### src/rtl/multicycle_pkg.sv
// Shared types and constants for the multi-cycle LEGv8 control unit:
// FSM states, instruction classes, opcode match patterns, ALU/sign-extend/fault codes.
package multicycle_pkg;

   localparam int OPCODE_W_C = 11;
   localparam int ALUOP_W_C  = 4;

   typedef enum logic [2:0] {
      ST_FETCH  = 3'd0,
      ST_DECODE = 3'd1,
      ST_EXEC   = 3'd2,
      ST_MEM    = 3'd3,
      ST_WB     = 3'd4,
      ST_FAULT  = 3'd5
   } state_e;

   typedef enum logic [3:0] {
      CL_ADD  = 4'd0,
      CL_SUB  = 4'd1,
      CL_AND  = 4'd2,
      CL_ORR  = 4'd3,
      CL_ADDI = 4'd4,
      CL_SUBI = 4'd5,
      CL_MOVZ = 4'd6,
      CL_LDUR = 4'd7,
      CL_STUR = 4'd8,
      CL_CBZ  = 4'd9,
      CL_B    = 4'd10,
      CL_ILL  = 4'd11
   } iclass_e;

   // A mask bit of 0 marks an operand bit that sits inside the opcode field.
   typedef struct packed {
      logic [10:0] val;
      logic [10:0] mask;
   } oppat_t;

   localparam oppat_t PAT_LDUR = '{val: 11'b11111000010, mask: 11'b11111111111};
   localparam oppat_t PAT_STUR = '{val: 11'b11111000000, mask: 11'b11111111111};
   localparam oppat_t PAT_ADD  = '{val: 11'b10001011000, mask: 11'b11111111111};
   localparam oppat_t PAT_SUB  = '{val: 11'b11001011000, mask: 11'b11111111111};
   localparam oppat_t PAT_AND  = '{val: 11'b10001010000, mask: 11'b11111111111};
   localparam oppat_t PAT_ORR  = '{val: 11'b10101010000, mask: 11'b11111111111};
   localparam oppat_t PAT_ADDI = '{val: 11'b10010001000, mask: 11'b11111111110};
   localparam oppat_t PAT_SUBI = '{val: 11'b11010001000, mask: 11'b11111111110};
   localparam oppat_t PAT_MOVZ = '{val: 11'b11010010100, mask: 11'b11111111100};
   localparam oppat_t PAT_CBZ  = '{val: 11'b10110100000, mask: 11'b11111111000};
   localparam oppat_t PAT_B    = '{val: 11'b00010100000, mask: 11'b11111100000};

   localparam logic [3:0] ALU_AND   = 4'b0000;
   localparam logic [3:0] ALU_OR    = 4'b0001;
   localparam logic [3:0] ALU_ADD   = 4'b0010;
   localparam logic [3:0] ALU_SUB   = 4'b0110;
   localparam logic [3:0] ALU_PASSB = 4'b0111;

   localparam logic [2:0] SIGN_B    = 3'b000;
   localparam logic [2:0] SIGN_CB   = 3'b001;
   localparam logic [2:0] SIGN_I    = 3'b010;
   localparam logic [2:0] SIGN_D    = 3'b011;
   localparam logic [2:0] SIGN_MOVZ = 3'b100;

   localparam logic [1:0] FC_NONE = 2'b00;
   localparam logic [1:0] FC_ILL  = 2'b01;
   localparam logic [1:0] FC_IMEM = 2'b10;
   localparam logic [1:0] FC_DMEM = 2'b11;

   function automatic logic op_match(input logic [10:0] op, input oppat_t pat);
      return ((op ^ pat.val) & pat.mask) == 11'b00000000000;
   endfunction

endpackage

### src/rtl/multicycle_control_if.sv
// Control/datapath boundary of the multi-cycle core: the control unit is the
// master (drives selects and memory requests), the datapath/memories the slave.
interface multicycle_control_if
   import multicycle_pkg::*;
#(
   parameter int OPCODE_W = OPCODE_W_C,
   parameter int ALUOP_W  = ALUOP_W_C
) ();

   logic [OPCODE_W-1:0] opcode;
   logic                zero;
   logic                imem_ready;
   logic                dmem_ready;

   logic                imem_req;
   logic                ir_write;
   logic                pc_write;
   logic                pc_src;
   logic                reg2loc;
   logic                alusrc;
   logic                mem2reg;
   logic                regwrite;
   logic                memread;
   logic                memwrite;
   logic [ALUOP_W-1:0]  aluop;
   logic [2:0]          signop;
   logic [1:0]          movz_shift;
   logic                instr_done;
   logic                fault;
   logic [1:0]          fault_code;

   modport master (
      input  opcode, zero, imem_ready, dmem_ready,
      output imem_req, ir_write, pc_write, pc_src, reg2loc, alusrc, mem2reg,
             regwrite, memread, memwrite, aluop, signop, movz_shift,
             instr_done, fault, fault_code
   );

   modport slave (
      output opcode, zero, imem_ready, dmem_ready,
      input  imem_req, ir_write, pc_write, pc_src, reg2loc, alusrc, mem2reg,
             regwrite, memread, memwrite, aluop, signop, movz_shift,
             instr_done, fault, fault_code
   );

endinterface

### src/rtl/control_decode.sv
// Combinational opcode classifier: maps the latched IR opcode to an instruction
// class plus its ALU operation and immediate sign-extend mode.
module control_decode
   import multicycle_pkg::*;
#(
   parameter int OPCODE_W = OPCODE_W_C,
   parameter int ALUOP_W  = ALUOP_W_C
) (
   input  logic [OPCODE_W-1:0] opcode_i,
   output iclass_e             iclass_o,
   output logic [ALUOP_W-1:0]  aluop_o,
   output logic [2:0]          signop_o,
   output logic                valid_o
);

   // Priority match: earlier patterns win if encodings ever overlap.
   always_comb begin
      iclass_o = CL_ILL;
      if      (op_match(opcode_i, PAT_LDUR)) iclass_o = CL_LDUR;
      else if (op_match(opcode_i, PAT_STUR)) iclass_o = CL_STUR;
      else if (op_match(opcode_i, PAT_ADD))  iclass_o = CL_ADD;
      else if (op_match(opcode_i, PAT_SUB))  iclass_o = CL_SUB;
      else if (op_match(opcode_i, PAT_AND))  iclass_o = CL_AND;
      else if (op_match(opcode_i, PAT_ORR))  iclass_o = CL_ORR;
      else if (op_match(opcode_i, PAT_ADDI)) iclass_o = CL_ADDI;
      else if (op_match(opcode_i, PAT_SUBI)) iclass_o = CL_SUBI;
      else if (op_match(opcode_i, PAT_MOVZ)) iclass_o = CL_MOVZ;
      else if (op_match(opcode_i, PAT_CBZ))  iclass_o = CL_CBZ;
      else if (op_match(opcode_i, PAT_B))    iclass_o = CL_B;
      else                                   iclass_o = CL_ILL;
   end

   // Per-class ALU operation and sign-extend mode.
   always_comb begin
      aluop_o  = ALU_AND;
      signop_o = SIGN_B;
      case (iclass_o)
         CL_ADD:  aluop_o = ALU_ADD;
         CL_SUB:  aluop_o = ALU_SUB;
         CL_AND:  aluop_o = ALU_AND;
         CL_ORR:  aluop_o = ALU_OR;
         CL_ADDI: begin aluop_o = ALU_ADD;   signop_o = SIGN_I;    end
         CL_SUBI: begin aluop_o = ALU_SUB;   signop_o = SIGN_I;    end
         CL_MOVZ: begin aluop_o = ALU_PASSB; signop_o = SIGN_MOVZ; end
         CL_LDUR: begin aluop_o = ALU_ADD;   signop_o = SIGN_D;    end
         CL_STUR: begin aluop_o = ALU_ADD;   signop_o = SIGN_D;    end
         CL_CBZ:  begin aluop_o = ALU_PASSB; signop_o = SIGN_CB;   end
         CL_B:    begin aluop_o = ALU_AND;   signop_o = SIGN_B;    end
         default: begin aluop_o = ALU_AND;   signop_o = SIGN_B;    end
      endcase
   end

   assign valid_o = (iclass_o != CL_ILL);

endmodule

### src/rtl/multicycle_control.sv
// Multi-cycle LEGv8 control FSM: sequences FETCH/DECODE/EXEC/MEM/WB, waits on
// variable-latency memories with a saturating timeout counter, and latches a sticky fault.
module multicycle_control
   import multicycle_pkg::*;
#(
   parameter int OPCODE_W = OPCODE_W_C,
   parameter int ALUOP_W  = ALUOP_W_C,
   parameter int TIMEOUT  = 16
) (
   input  logic                 CLK,
   input  logic                 Reset_L,
   multicycle_control_if.master bus
);

   localparam int              CNT_W    = (TIMEOUT > 32'sd0) ? $clog2(TIMEOUT + 32'sd1) : 1;
   localparam logic [CNT_W-1:0] TO_LIMIT = CNT_W'(TIMEOUT);
   localparam bit              TO_EN    = (TIMEOUT != 32'sd0);

   state_e             state_q, state_d;
   logic [CNT_W-1:0]   cnt_q, cnt_d;
   logic               fault_q, fault_d;
   logic [1:0]         code_q, code_d;

   logic [OPCODE_W-1:0] opcode_s;
   iclass_e             iclass_s;
   logic [ALUOP_W-1:0]  dec_aluop_s;
   logic [2:0]          dec_signop_s;
   logic                dec_valid_s;
   logic                timeout_hit_s;
   logic [CNT_W-1:0]    cnt_inc_s;

   logic imem_req_s, ir_write_s, pc_write_s, pc_src_s, reg2loc_s, alusrc_s;
   logic mem2reg_s, regwrite_s, memread_s, memwrite_s, instr_done_s;
   logic [ALUOP_W-1:0] aluop_s;
   logic [2:0]         signop_s;
   logic [1:0]         movz_shift_s;

   assign opcode_s = bus.opcode;

   control_decode #(.OPCODE_W(OPCODE_W), .ALUOP_W(ALUOP_W)) u_decode (
      .opcode_i (opcode_s),
      .iclass_o (iclass_s),
      .aluop_o  (dec_aluop_s),
      .signop_o (dec_signop_s),
      .valid_o  (dec_valid_s)
   );

   // Ready arriving on the TIMEOUT cycle is checked first, so it wins over the fault.
   assign timeout_hit_s = TO_EN && (cnt_q == TO_LIMIT);
   assign cnt_inc_s     = (cnt_q == {CNT_W{1'b1}}) ? cnt_q : cnt_q + CNT_W'(1);

   // State, wait counter and sticky fault registers.
   always_ff @(posedge CLK or negedge Reset_L) begin
      if (!Reset_L) begin
         state_q <= ST_FETCH;
         cnt_q   <= '0;
         fault_q <= 1'b0;
         code_q  <= FC_NONE;
      end else begin
         state_q <= state_d;
         cnt_q   <= cnt_d;
         fault_q <= fault_d;
         code_q  <= code_d;
      end
   end

   // Next-state, wait counter and fault capture.
   always_comb begin
      state_d = state_q;
      cnt_d   = cnt_q;
      fault_d = fault_q;
      code_d  = code_q;
      case (state_q)
         ST_FETCH: begin
            if (bus.imem_ready) begin
               state_d = ST_DECODE;
            end else if (timeout_hit_s) begin
               state_d = ST_FAULT;
               fault_d = 1'b1;
               code_d  = FC_IMEM;
            end else begin
               cnt_d = cnt_inc_s;
            end
         end
         ST_DECODE: begin
            if (dec_valid_s) begin
               state_d = ST_EXEC;
            end else begin
               state_d = ST_FAULT;
               fault_d = 1'b1;
               code_d  = FC_ILL;
            end
         end
         ST_EXEC: begin
            cnt_d = '0;
            case (iclass_s)
               CL_LDUR, CL_STUR: state_d = ST_MEM;
               CL_CBZ, CL_B:     state_d = ST_FETCH;
               default:          state_d = ST_WB;
            endcase
         end
         ST_MEM: begin
            if (bus.dmem_ready) begin
               cnt_d   = '0;
               state_d = (iclass_s == CL_STUR) ? ST_FETCH : ST_WB;
            end else if (timeout_hit_s) begin
               state_d = ST_FAULT;
               fault_d = 1'b1;
               code_d  = FC_DMEM;
            end else begin
               cnt_d = cnt_inc_s;
            end
         end
         ST_WB: begin
            cnt_d   = '0;
            state_d = ST_FETCH;
         end
         ST_FAULT: begin
            state_d = ST_FAULT;
         end
         default: begin
            state_d = ST_FAULT;
            fault_d = 1'b1;
         end
      endcase
   end

   // Per-state datapath controls; everything held low while reset is asserted.
   always_comb begin
      imem_req_s   = 1'b0;
      ir_write_s   = 1'b0;
      pc_write_s   = 1'b0;
      pc_src_s     = 1'b0;
      reg2loc_s    = 1'b0;
      alusrc_s     = 1'b0;
      mem2reg_s    = 1'b0;
      regwrite_s   = 1'b0;
      memread_s    = 1'b0;
      memwrite_s   = 1'b0;
      instr_done_s = 1'b0;
      aluop_s      = '0;
      signop_s     = 3'b000;
      movz_shift_s = 2'b00;
      if (Reset_L) begin
         case (state_q)
            ST_FETCH: begin
               imem_req_s = 1'b1;
               ir_write_s = bus.imem_ready;
            end
            ST_EXEC: begin
               aluop_s  = dec_aluop_s;
               signop_s = dec_signop_s;
               case (iclass_s)
                  CL_ADDI, CL_SUBI, CL_LDUR: alusrc_s = 1'b1;
                  CL_MOVZ: begin
                     alusrc_s     = 1'b1;
                     movz_shift_s = opcode_s[1:0];
                  end
                  CL_STUR: begin
                     alusrc_s  = 1'b1;
                     reg2loc_s = 1'b1;
                  end
                  CL_CBZ: begin
                     reg2loc_s    = 1'b1;
                     pc_write_s   = 1'b1;
                     pc_src_s     = bus.zero;
                     instr_done_s = 1'b1;
                  end
                  CL_B: begin
                     pc_write_s   = 1'b1;
                     pc_src_s     = 1'b1;
                     instr_done_s = 1'b1;
                  end
                  default: alusrc_s = 1'b0;
               endcase
            end
            ST_MEM: begin
               memread_s  = (iclass_s == CL_LDUR);
               memwrite_s = (iclass_s == CL_STUR);
               if (bus.dmem_ready && (iclass_s == CL_STUR)) begin
                  pc_write_s   = 1'b1;
                  instr_done_s = 1'b1;
               end else begin
                  pc_write_s   = 1'b0;
               end
            end
            ST_WB: begin
               regwrite_s   = 1'b1;
               mem2reg_s    = (iclass_s == CL_LDUR);
               pc_write_s   = 1'b1;
               instr_done_s = 1'b1;
            end
            default: imem_req_s = 1'b0;
         endcase
      end else begin
         imem_req_s = 1'b0;
      end
   end

   assign bus.imem_req   = imem_req_s;
   assign bus.ir_write   = ir_write_s;
   assign bus.pc_write   = pc_write_s;
   assign bus.pc_src     = pc_src_s;
   assign bus.reg2loc    = reg2loc_s;
   assign bus.alusrc     = alusrc_s;
   assign bus.mem2reg    = mem2reg_s;
   assign bus.regwrite   = regwrite_s;
   assign bus.memread    = memread_s;
   assign bus.memwrite   = memwrite_s;
   assign bus.aluop      = aluop_s;
   assign bus.signop     = signop_s;
   assign bus.movz_shift = movz_shift_s;
   assign bus.instr_done = instr_done_s;
   assign bus.fault      = fault_q;
   assign bus.fault_code = code_q;

endmodule
### src/flat_wrapper.sv
// flat-port wrapper written by rule: the top's interface ports become plain ports
module multicycle_control_flat import multicycle_pkg::*;
#(
   parameter int OPCODE_W = OPCODE_W_C,
   parameter int ALUOP_W  = ALUOP_W_C,
   parameter int TIMEOUT  = 16
)
  (CLK, Reset_L, bus_opcode, bus_zero, bus_imem_ready, bus_dmem_ready, bus_imem_req, bus_ir_write, bus_pc_write, bus_pc_src, bus_reg2loc, bus_alusrc, bus_mem2reg, bus_regwrite, bus_memread, bus_memwrite, bus_aluop, bus_signop, bus_movz_shift, bus_instr_done, bus_fault, bus_fault_code);
  multicycle_control_if #(.OPCODE_W(OPCODE_W), .ALUOP_W(ALUOP_W)) bus_i ();
  input  logic CLK;
  input  logic Reset_L;
  input wire logic [$bits(bus_i.opcode)-1:0] bus_opcode;
  input wire logic [$bits(bus_i.zero)-1:0] bus_zero;
  input wire logic [$bits(bus_i.imem_ready)-1:0] bus_imem_ready;
  input wire logic [$bits(bus_i.dmem_ready)-1:0] bus_dmem_ready;
  output wire logic [$bits(bus_i.imem_req)-1:0] bus_imem_req;
  output wire logic [$bits(bus_i.ir_write)-1:0] bus_ir_write;
  output wire logic [$bits(bus_i.pc_write)-1:0] bus_pc_write;
  output wire logic [$bits(bus_i.pc_src)-1:0] bus_pc_src;
  output wire logic [$bits(bus_i.reg2loc)-1:0] bus_reg2loc;
  output wire logic [$bits(bus_i.alusrc)-1:0] bus_alusrc;
  output wire logic [$bits(bus_i.mem2reg)-1:0] bus_mem2reg;
  output wire logic [$bits(bus_i.regwrite)-1:0] bus_regwrite;
  output wire logic [$bits(bus_i.memread)-1:0] bus_memread;
  output wire logic [$bits(bus_i.memwrite)-1:0] bus_memwrite;
  output wire logic [$bits(bus_i.aluop)-1:0] bus_aluop;
  output wire logic [$bits(bus_i.signop)-1:0] bus_signop;
  output wire logic [$bits(bus_i.movz_shift)-1:0] bus_movz_shift;
  output wire logic [$bits(bus_i.instr_done)-1:0] bus_instr_done;
  output wire logic [$bits(bus_i.fault)-1:0] bus_fault;
  output wire logic [$bits(bus_i.fault_code)-1:0] bus_fault_code;
  assign bus_i.opcode = bus_opcode;
  assign bus_i.zero = bus_zero;
  assign bus_i.imem_ready = bus_imem_ready;
  assign bus_i.dmem_ready = bus_dmem_ready;
  assign bus_imem_req = bus_i.imem_req;
  assign bus_ir_write = bus_i.ir_write;
  assign bus_pc_write = bus_i.pc_write;
  assign bus_pc_src = bus_i.pc_src;
  assign bus_reg2loc = bus_i.reg2loc;
  assign bus_alusrc = bus_i.alusrc;
  assign bus_mem2reg = bus_i.mem2reg;
  assign bus_regwrite = bus_i.regwrite;
  assign bus_memread = bus_i.memread;
  assign bus_memwrite = bus_i.memwrite;
  assign bus_aluop = bus_i.aluop;
  assign bus_signop = bus_i.signop;
  assign bus_movz_shift = bus_i.movz_shift;
  assign bus_instr_done = bus_i.instr_done;
  assign bus_fault = bus_i.fault;
  assign bus_fault_code = bus_i.fault_code;
  multicycle_control #(.OPCODE_W(OPCODE_W), .ALUOP_W(ALUOP_W), .TIMEOUT(TIMEOUT)) u_core (.CLK(CLK), .Reset_L(Reset_L), .bus(bus_i));
endmodule
### config.mk
export PLATFORM = sky130hd
export DESIGN_NAME = multicycle_control_flat
export DESIGN_NICKNAME = d
export VERILOG_FILES = /design/src/rtl/multicycle_pkg.sv /design/src/rtl/multicycle_control_if.sv /design/src/rtl/control_decode.sv /design/src/rtl/multicycle_control.sv /design/src/flat_wrapper.sv
export SDC_FILE = /design/constraint.sdc
export NUM_CORES = 1
export LEC_CHECK = 0
export BUFFER_PORTS_ARGS = -buffer_cell sky130_fd_sc_hd__buf_2
export CAP_MARGIN = 25
export CORE_UTILIZATION = 47
export CTS_BUF_LIST = sky130_fd_sc_hd__clkbuf_4 sky130_fd_sc_hd__clkbuf_8
export CTS_CLUSTER_SIZE = 12
export DETAILED_ROUTE_END_ITERATION = 10
export PLACE_DENSITY = 0.75
export SLEW_MARGIN = 25
export SYNTH_ARGS = -nofsm -noshare
export SYNTH_HDL_FRONTEND = slang
export SYNTH_SLANG_ARGS = --single-unit
### constraint.sdc
create_clock -name CLK -period 3.28 [get_ports CLK]
set_input_delay 0.984 -clock CLK [delete_from_list [all_inputs] [get_ports CLK]]
set_output_delay 0.984 -clock CLK [all_outputs]
set_load 0.005 [all_outputs]
==> results.md, run 1 <==
- Status: finished, violations left
- Failing checks: setup timing
- Sequential share of the synthesized area: 0.229
- Crit-path max cell delay: 590 ps
- Setup violators final: 10
- Final HPWL DP: 2790 um
- Area of the core: approximately 2300 um2
- Num rows: 17
- Die area: 2760 um2
- Initial antenna violation count: 0
- Number of synthesized register bits: 11
- Share of the synthesized area in the top cell type: 0.229
- Clock root cell: clkbuf_4
- Max-cap violations: 0
- Detailed-route via count: between 1500 and 2000
- CP max FO: 4
- Critical Path End Type: output port
- Synth Instances: 160
- Tcrit/Tclk final: 1.12
- Syn_nets: 178
- Psw: 83.0 uW
- Int Pwr: 221 uW
- Sw frac: 0.273
- Nets@finish: 248
- Pin count of the biggest net entering global routing: 18
- Placed Cells: roughly 250
- Largest family of logic cells by synthesized area: simple AND/OR/NAND/NOR gates
- Power density cells: approximately 170 nW/um2
- Avg WL per Cell: 16.3 um
- Drt total wl: roughly 4200 um
- Hold_buf cts: 0
- Fin. max-slew vios: 0
- Layout cell share with drive strength beyond 1: 0.432
- Relative slew margins: 0.662
- Commonest non-fill, non-tap cell in the layout: buf_2
- Peak supply drop: approximately 0.2 mV
- Fmax: 272 MHz
- CP cell instances: buf_6, or4b_4, nor4b_4, a211o_1, buf_6, nor2b_2, nand3b_1, a21oi_1, buf_2
- Async SR Flop Fraction: 1.00
- N_diodes: 0
- Worst Path Required: 2300 ps
- Comb pwr share: 0.203
- Largest cells by area after synthesis: dfrtp_1 (23%), a21oi_1 (6.3%), nor2_1 (6.3%)
- Tightest Hold Check Type: reg2reg
- Worst-path clk slew: roughly 70 ps
- Post-synth EDFFs: 0
- Mux share of post-synthesis cell area: 0.0177
- Synth Area in Compound Gates: 0.211
- Ports: 39
- Commonest non-fill, non-tap cells in the layout: buf_2 (35), buf_4 (33), nor2_1 (18)
- Leak: ~0.00087 uW
- PortBufs: 37
- CTS tree: built
- Width of the chip: roughly 53 um
- Initial DRT Pass Iterations: 5
- Crit path launch type: input pin
- Setup Crit Path Kind: in2out
- Simple-gate area share of the yosys netlist: 0.441
- Buf/Inv on CP: 3
- Grt total ovfl: 0
- First-pass GRT wire length: 6130 um
- Cell variety after synth: 49
- Fin Clk Skew: 2.08 ps
- Slowest CP cell: or4b_4
- Via density: between 6 and 7
- Clock power share: 0.346
- Die height: 52.5 um
- Synth Area in Adders: 0.0209
- Initial core utilization: 0.518
- Unrepaired setup endpoints after global routing: yes
- Share of the core filled with cells: 0.756
- CTS Sinks: 11
- Syn Area/Cell: ~7.5 um2
- Cell taking the most area after synthesis: dfrtp_1
- GPL Wtd Cong: 0.851
- Vias in the first global route: 1404
- Num CTS Buffers: 3
- XOR/XNOR share of the synthesized area: 0.00730
- Synthesized cell area: ~1200 um2
- Clock Path Buffers: 2
- H-tree depth: 1
- Clock Latency Late Sink: 280 ps
- YS warnings: 0
- Tot GR Track Use: 0.303
- Fillers: 164
- Final antenna-violating net count: 0
- Period minus WS final: 3680 ps
- DR DRC count: 0
- CP dominant cell by count: buf_6
- Setup slack, reg-to-reg: 1430 ps
- Final Hold Vio Count: 0
- Worst Slack Setup Final: -400 ps
- Reg power frac: 0.451
- Main synth FF type: dfrtp_1
- Crit path arrival time: 2700 ps
- Final non-filler cell total: 257
- CP top delay family: simple AND/OR/NAND/NOR gates
- 1st-iter DRT viols: 90
- Slew @ Worst Pin: 502 ps
- Pre-CTS setup slack: -349 ps
- Syn-to-layout area delta: 46.0%
## stage by stage
step	hold slack, ps	power, uW	cell area, um2	setup TNS (ps)
detailed placement	479	189	1580	-2190
CTS	502	296	1700	-2000
global route	512	317	1750	-3580
floorplan	468	155	1200	-108
global placement	455	187	1580	-1720
finish	501	304	1750	-2620
## synthesized netlist by cell type (3+ instances only)
library cell  instances
nand3_1               6
nand2_1              16
nor2b_1               7
nand2b_1              5
a31oi_1               4
nor2_1               20
inv_1                 7
a21oi_1              15
o21ai_1               3
nand4_1               3
and3_1                4
and2_1                4
dfrtp_1              11
nor3_1                5
o21ai_0               8
nor3b_1               3
## cells by family (layout without fill, tap and decap cells)
logic type | Yosys count | after routing
muxes | 2 | 2
AOI/OAI and AO/OA | 42 | 42
DFF | 11 | 11
and+or+nand+nor | 88 | 88
buffers and inverters | 13 | 82
xor gates and xnor gates | 1 | 1
adders and majority gates | 2 | 2
other | 1 | 1
## power by group through the flow
stage | Sequential, uW | Clock (uW) | Combinational, uW
2_1_floorplan | 140 | 0 | 15.2
3_3_place_gp | 140 | 0 | 47.4
3_5_place_dp | 140 | 0 | 49.3
4_1_cts | 137 | 105 | 54.3
5_1_grt | 137 | 115 | 65.0
6_report | 137 | 105 | 61.9
## state kept, by name, indices dropped and copies added, names as in the netlist
signal,flops
u_core.bus.fault,1
u_core.bus.fault_code,2
u_core.cnt_q,5
u_core.state_q,3
## what timing repair did
action,in CTS,in global routing
pin swaps,8,5
endpoints found under the setup margin,14,16
resized for setup,15,8
setup buffers,5,2
## final cells by class
cell class              count  area, um2  share of cell area
repair buffers             71        457               0.261
clock buffers               4       30.0              0.0171
multi-input cells         136        928               0.530
inverters                   7       26.3              0.0150
flip-flops and latches     11        275               0.157
well taps                  28       35.0              0.0200
## path summary, 6_finish.rpt
path / from / end / depth (start not counted)
min in group asynchronous: Reset_L / u_core.bus.fault_code[1] / 2
worst min register to register: u_core.bus.fault_code[1] / u_core.bus.fault_code[1] / 1
worst max register to register: u_core.cnt_q[0] / u_core.bus.fault_code[1] / 8
worst min-delay path: u_core.bus.fault_code[1] / u_core.bus.fault_code[1] / 1
worst max-delay path: bus_opcode[2] / bus_aluop[0] / 9
max in group asynchronous: Reset_L / u_core.cnt_q[3] / 2
## routing by layer
layer  GRT usage  part of all wire  up-vias
met5           0                 0        -
met4       0.180             0.046        0
met3      0.0667             0.078       21
met2       0.532              0.50      106
met1       0.329              0.37      716
li1            -                 -      715
Power figures use the tool's default switching activity.
==> run 2: changes to the inputs <==
--- a/config.mk
+++ b/config.mk
@@ -7,11 +7,11 @@
 export LEC_CHECK = 0
 export BUFFER_PORTS_ARGS = -buffer_cell sky130_fd_sc_hd__buf_2
 export CAP_MARGIN = 25
-export CORE_UTILIZATION = 47
+export CORE_UTILIZATION = 50
 export CTS_BUF_LIST = sky130_fd_sc_hd__clkbuf_4 sky130_fd_sc_hd__clkbuf_8
 export CTS_CLUSTER_SIZE = 12
 export DETAILED_ROUTE_END_ITERATION = 10
-export PLACE_DENSITY = 0.75
+export PLACE_DENSITY = 0.76
 export SLEW_MARGIN = 25
 export SYNTH_ARGS = -nofsm -noshare
 export SYNTH_HDL_FRONTEND = slang
==> constraint.sdc (replaced) <==
create_clock -name CLK -period 4.5 [get_ports CLK]
set_input_delay 1.35 -clock CLK [delete_from_list [all_inputs] [get_ports CLK]]
set_output_delay 1.35 -clock CLK [all_outputs]
set_load 0.005 [all_outputs]
==> run 2 against run 1 <==
The flow now finishes without violations. Critical path depth decreased by 1. Highest routed layer unchanged. Largest cell class unchanged. Register-to-register slack gained 1100 ps. Sequential power is 27% lower. Clock skew down 0.63 ps.
==> results.md, run 2 (synthesis results as in run 1) <==
- Ports: 39
- Fmax: 226 MHz
- Register bank with the most flops: u_core.cnt_q
- Initial DRT Pass Iterations: 4
- Status: completed
- Max FFs per register: 5
- Hold_buf cts: 0
- Width of the chip: 51.0 um
- Avg WL per Cell: 13.9 um
- Comb pwr share: 0.144
- Slew @ Worst Pin: 566 ps
- PortBufs: 37
- CP max FO: 6
- Tightest Hold Check Type: reg2reg
- Multi-input logic area: approximately 860 um2
- Setup violators final: 0
- Int Pwr: 153 uW
- Overall Power: 199 uW
- Critical Path End Type: output port
- Commonest non-fill, non-tap cell in the layout: buf_2
- Leak: 0.000686 uW
- Clock Path Buffers: 2
- Area of the core: 2230 um2
- Final HPWL DP: approximately 2500 um
- CP cell instances: buf_6, or4b_4, nor4b_4, a22oi_1, o21ai_2, nand3b_1, a21oi_1, buf_2
- Crit path launch: bus_opcode[1]
- Pin count of the biggest net entering global routing: 18
- Final antenna-violating net count: 0
- Clock Latency Late Sink: roughly 260 ps
- Fin. max-slew vios: 0
- GPL Wtd Cong: 0.905
- Fillers: 206
- Commonest non-fill, non-tap cells in the layout: buf_2 (35), nor2_1 (20), nand2_1 (15)
- Hold Path Origin: u_core.bus.fault
- Power density cells: 138 nW/um2
- CTS Sinks: 11
- Vias in the first global route: roughly 1200
- Num CTS Buffers: 3
- DR DRC count: 0
- Num rows: 17
- Unrepaired setup endpoints after global routing: no
- Setup slack, reg-to-reg: roughly 2500 ps
- Initial core utilization: 0.537
- Die height: between 50 and 60 um
- Final Hold Vio Count: 0
- Fin Clk Skew: 1.45 ps
- Nets@finish: 217
- CTS tree: built
- Tot GR Track Use: 0.265
- Sequential cell area: ~280 um2
- Clock root cell: clkbuf_4
- Tcrit/Tclk final: 0.982
- Crit-path max cell delay: 580 ps
- H-tree depth: 1
- Crit path arrival time: 3070 ps
- Syn-to-layout area delta: 20.5%
- Grt total ovfl: 0
- Detailed-route via count: 1322
- Initial antenna violation count: 0
- Die area: 2600 um2
- Peak supply drop: 0.122 mV
- Layout cell share with drive strength beyond 1: 0.293
- Slowest CP cell: or4b_4
- Hold path depth: 1
- N_diodes: 0
- Critical R2R Launch: u_core.state_q[1]
- Worst Reg-to-Reg Cells: 6
- Setup tns final: 0 ps
- Crit path launch type: input pin
- Sw frac: 0.235
- Worst Path Required: 3150 ps
- Relative slew margins: 0.618
- Clock power share: 0.354
- Reg power frac: 0.502
- Psw: around 47 uW
- Worst-path clk slew: 60 ps
- 1st-iter DRT viols: 34
- Period minus WS final: 4420 ps
- First-pass GRT wire length: 5260 um
- Setup Crit Path Kind: in2out
- Via density: just under 6
- Max-cap violations: 0
- Drt total wl: 3150 um
## run 2: changes by cell type in the layout (fill, tap and decap cells not counted), sizes merged
cell  previous run  this run
buf             71        40
## run 2: per-stage QoR
step,area [um2],utilization,setup slack [ps],instances,hold WS (ps)
floorplan,1200,-,394,160,468
global placement,1380,0.617,131,221,479
detailed placement,1380,0.617,69.7,221,467
CTS,1410,0.630,67.3,225,481
global route,1450,0.648,6.29,226,520
finish,1450,0.648,80.3,226,478
## run 2: worst paths after layout
| path | endpoint |
|---|---|
| worst max-delay path | bus_aluop[0] |
| worst min register to register | u_core.bus.fault |
| max in group asynchronous | u_core.cnt_q[1] |
| min in group asynchronous | u_core.cnt_q[4] |
| worst max register to register | u_core.cnt_q[2] |
| worst min-delay path | u_core.bus.fault |
## run 2: power by group through the flow
stage / Combinational (uW) / Clock, uW / Sequential [uW]
4_1_cts: 26.6 / 73.4 / 100
3_3_place_gp: 25.5 / 0 / 102
2_1_floorplan: 10.9 / 0 / 102
3_5_place_dp: 26.4 / 0 / 102
5_1_grt: 31.3 / 77.6 / 100
6_report: 28.7 / 70.6 / 100
## run 2: critical path: cells and delay by family
family | cells | cell delay (ps)
AO/OA/AOI/OAI | 3 | 420
buffers and inverters | 2 | 220
AND/OR/NAND/NOR | 3 | 1070
## run 2: cell type report
type,instances,share of cell area
multi-input cells,136,0.594
flip-flops and latches,11,0.190
repair buffers,40,0.152
well taps,28,0.0242
clock buffers,4,0.0208
inverters,7,0.0182
## run 2: timing repair
action	4_1_cts	5_1_grt
endpoints found under the setup margin	0	3
buffers inserted	0	1
gates resized for setup	0	6
## run 2: layer usage
| metal | wire length [um] | global-route usage | up-vias |
|---|---|---|---|
| met5 | 0 | 0 | - |
| met2 | 1670 | 0.476 | 45 |
| li1 | - | - | 654 |
| met1 | 1270 | 0.317 | 619 |
| met4 | 21 | 0.106 | 0 |
| met3 | 179 | 0.0298 | 4 |
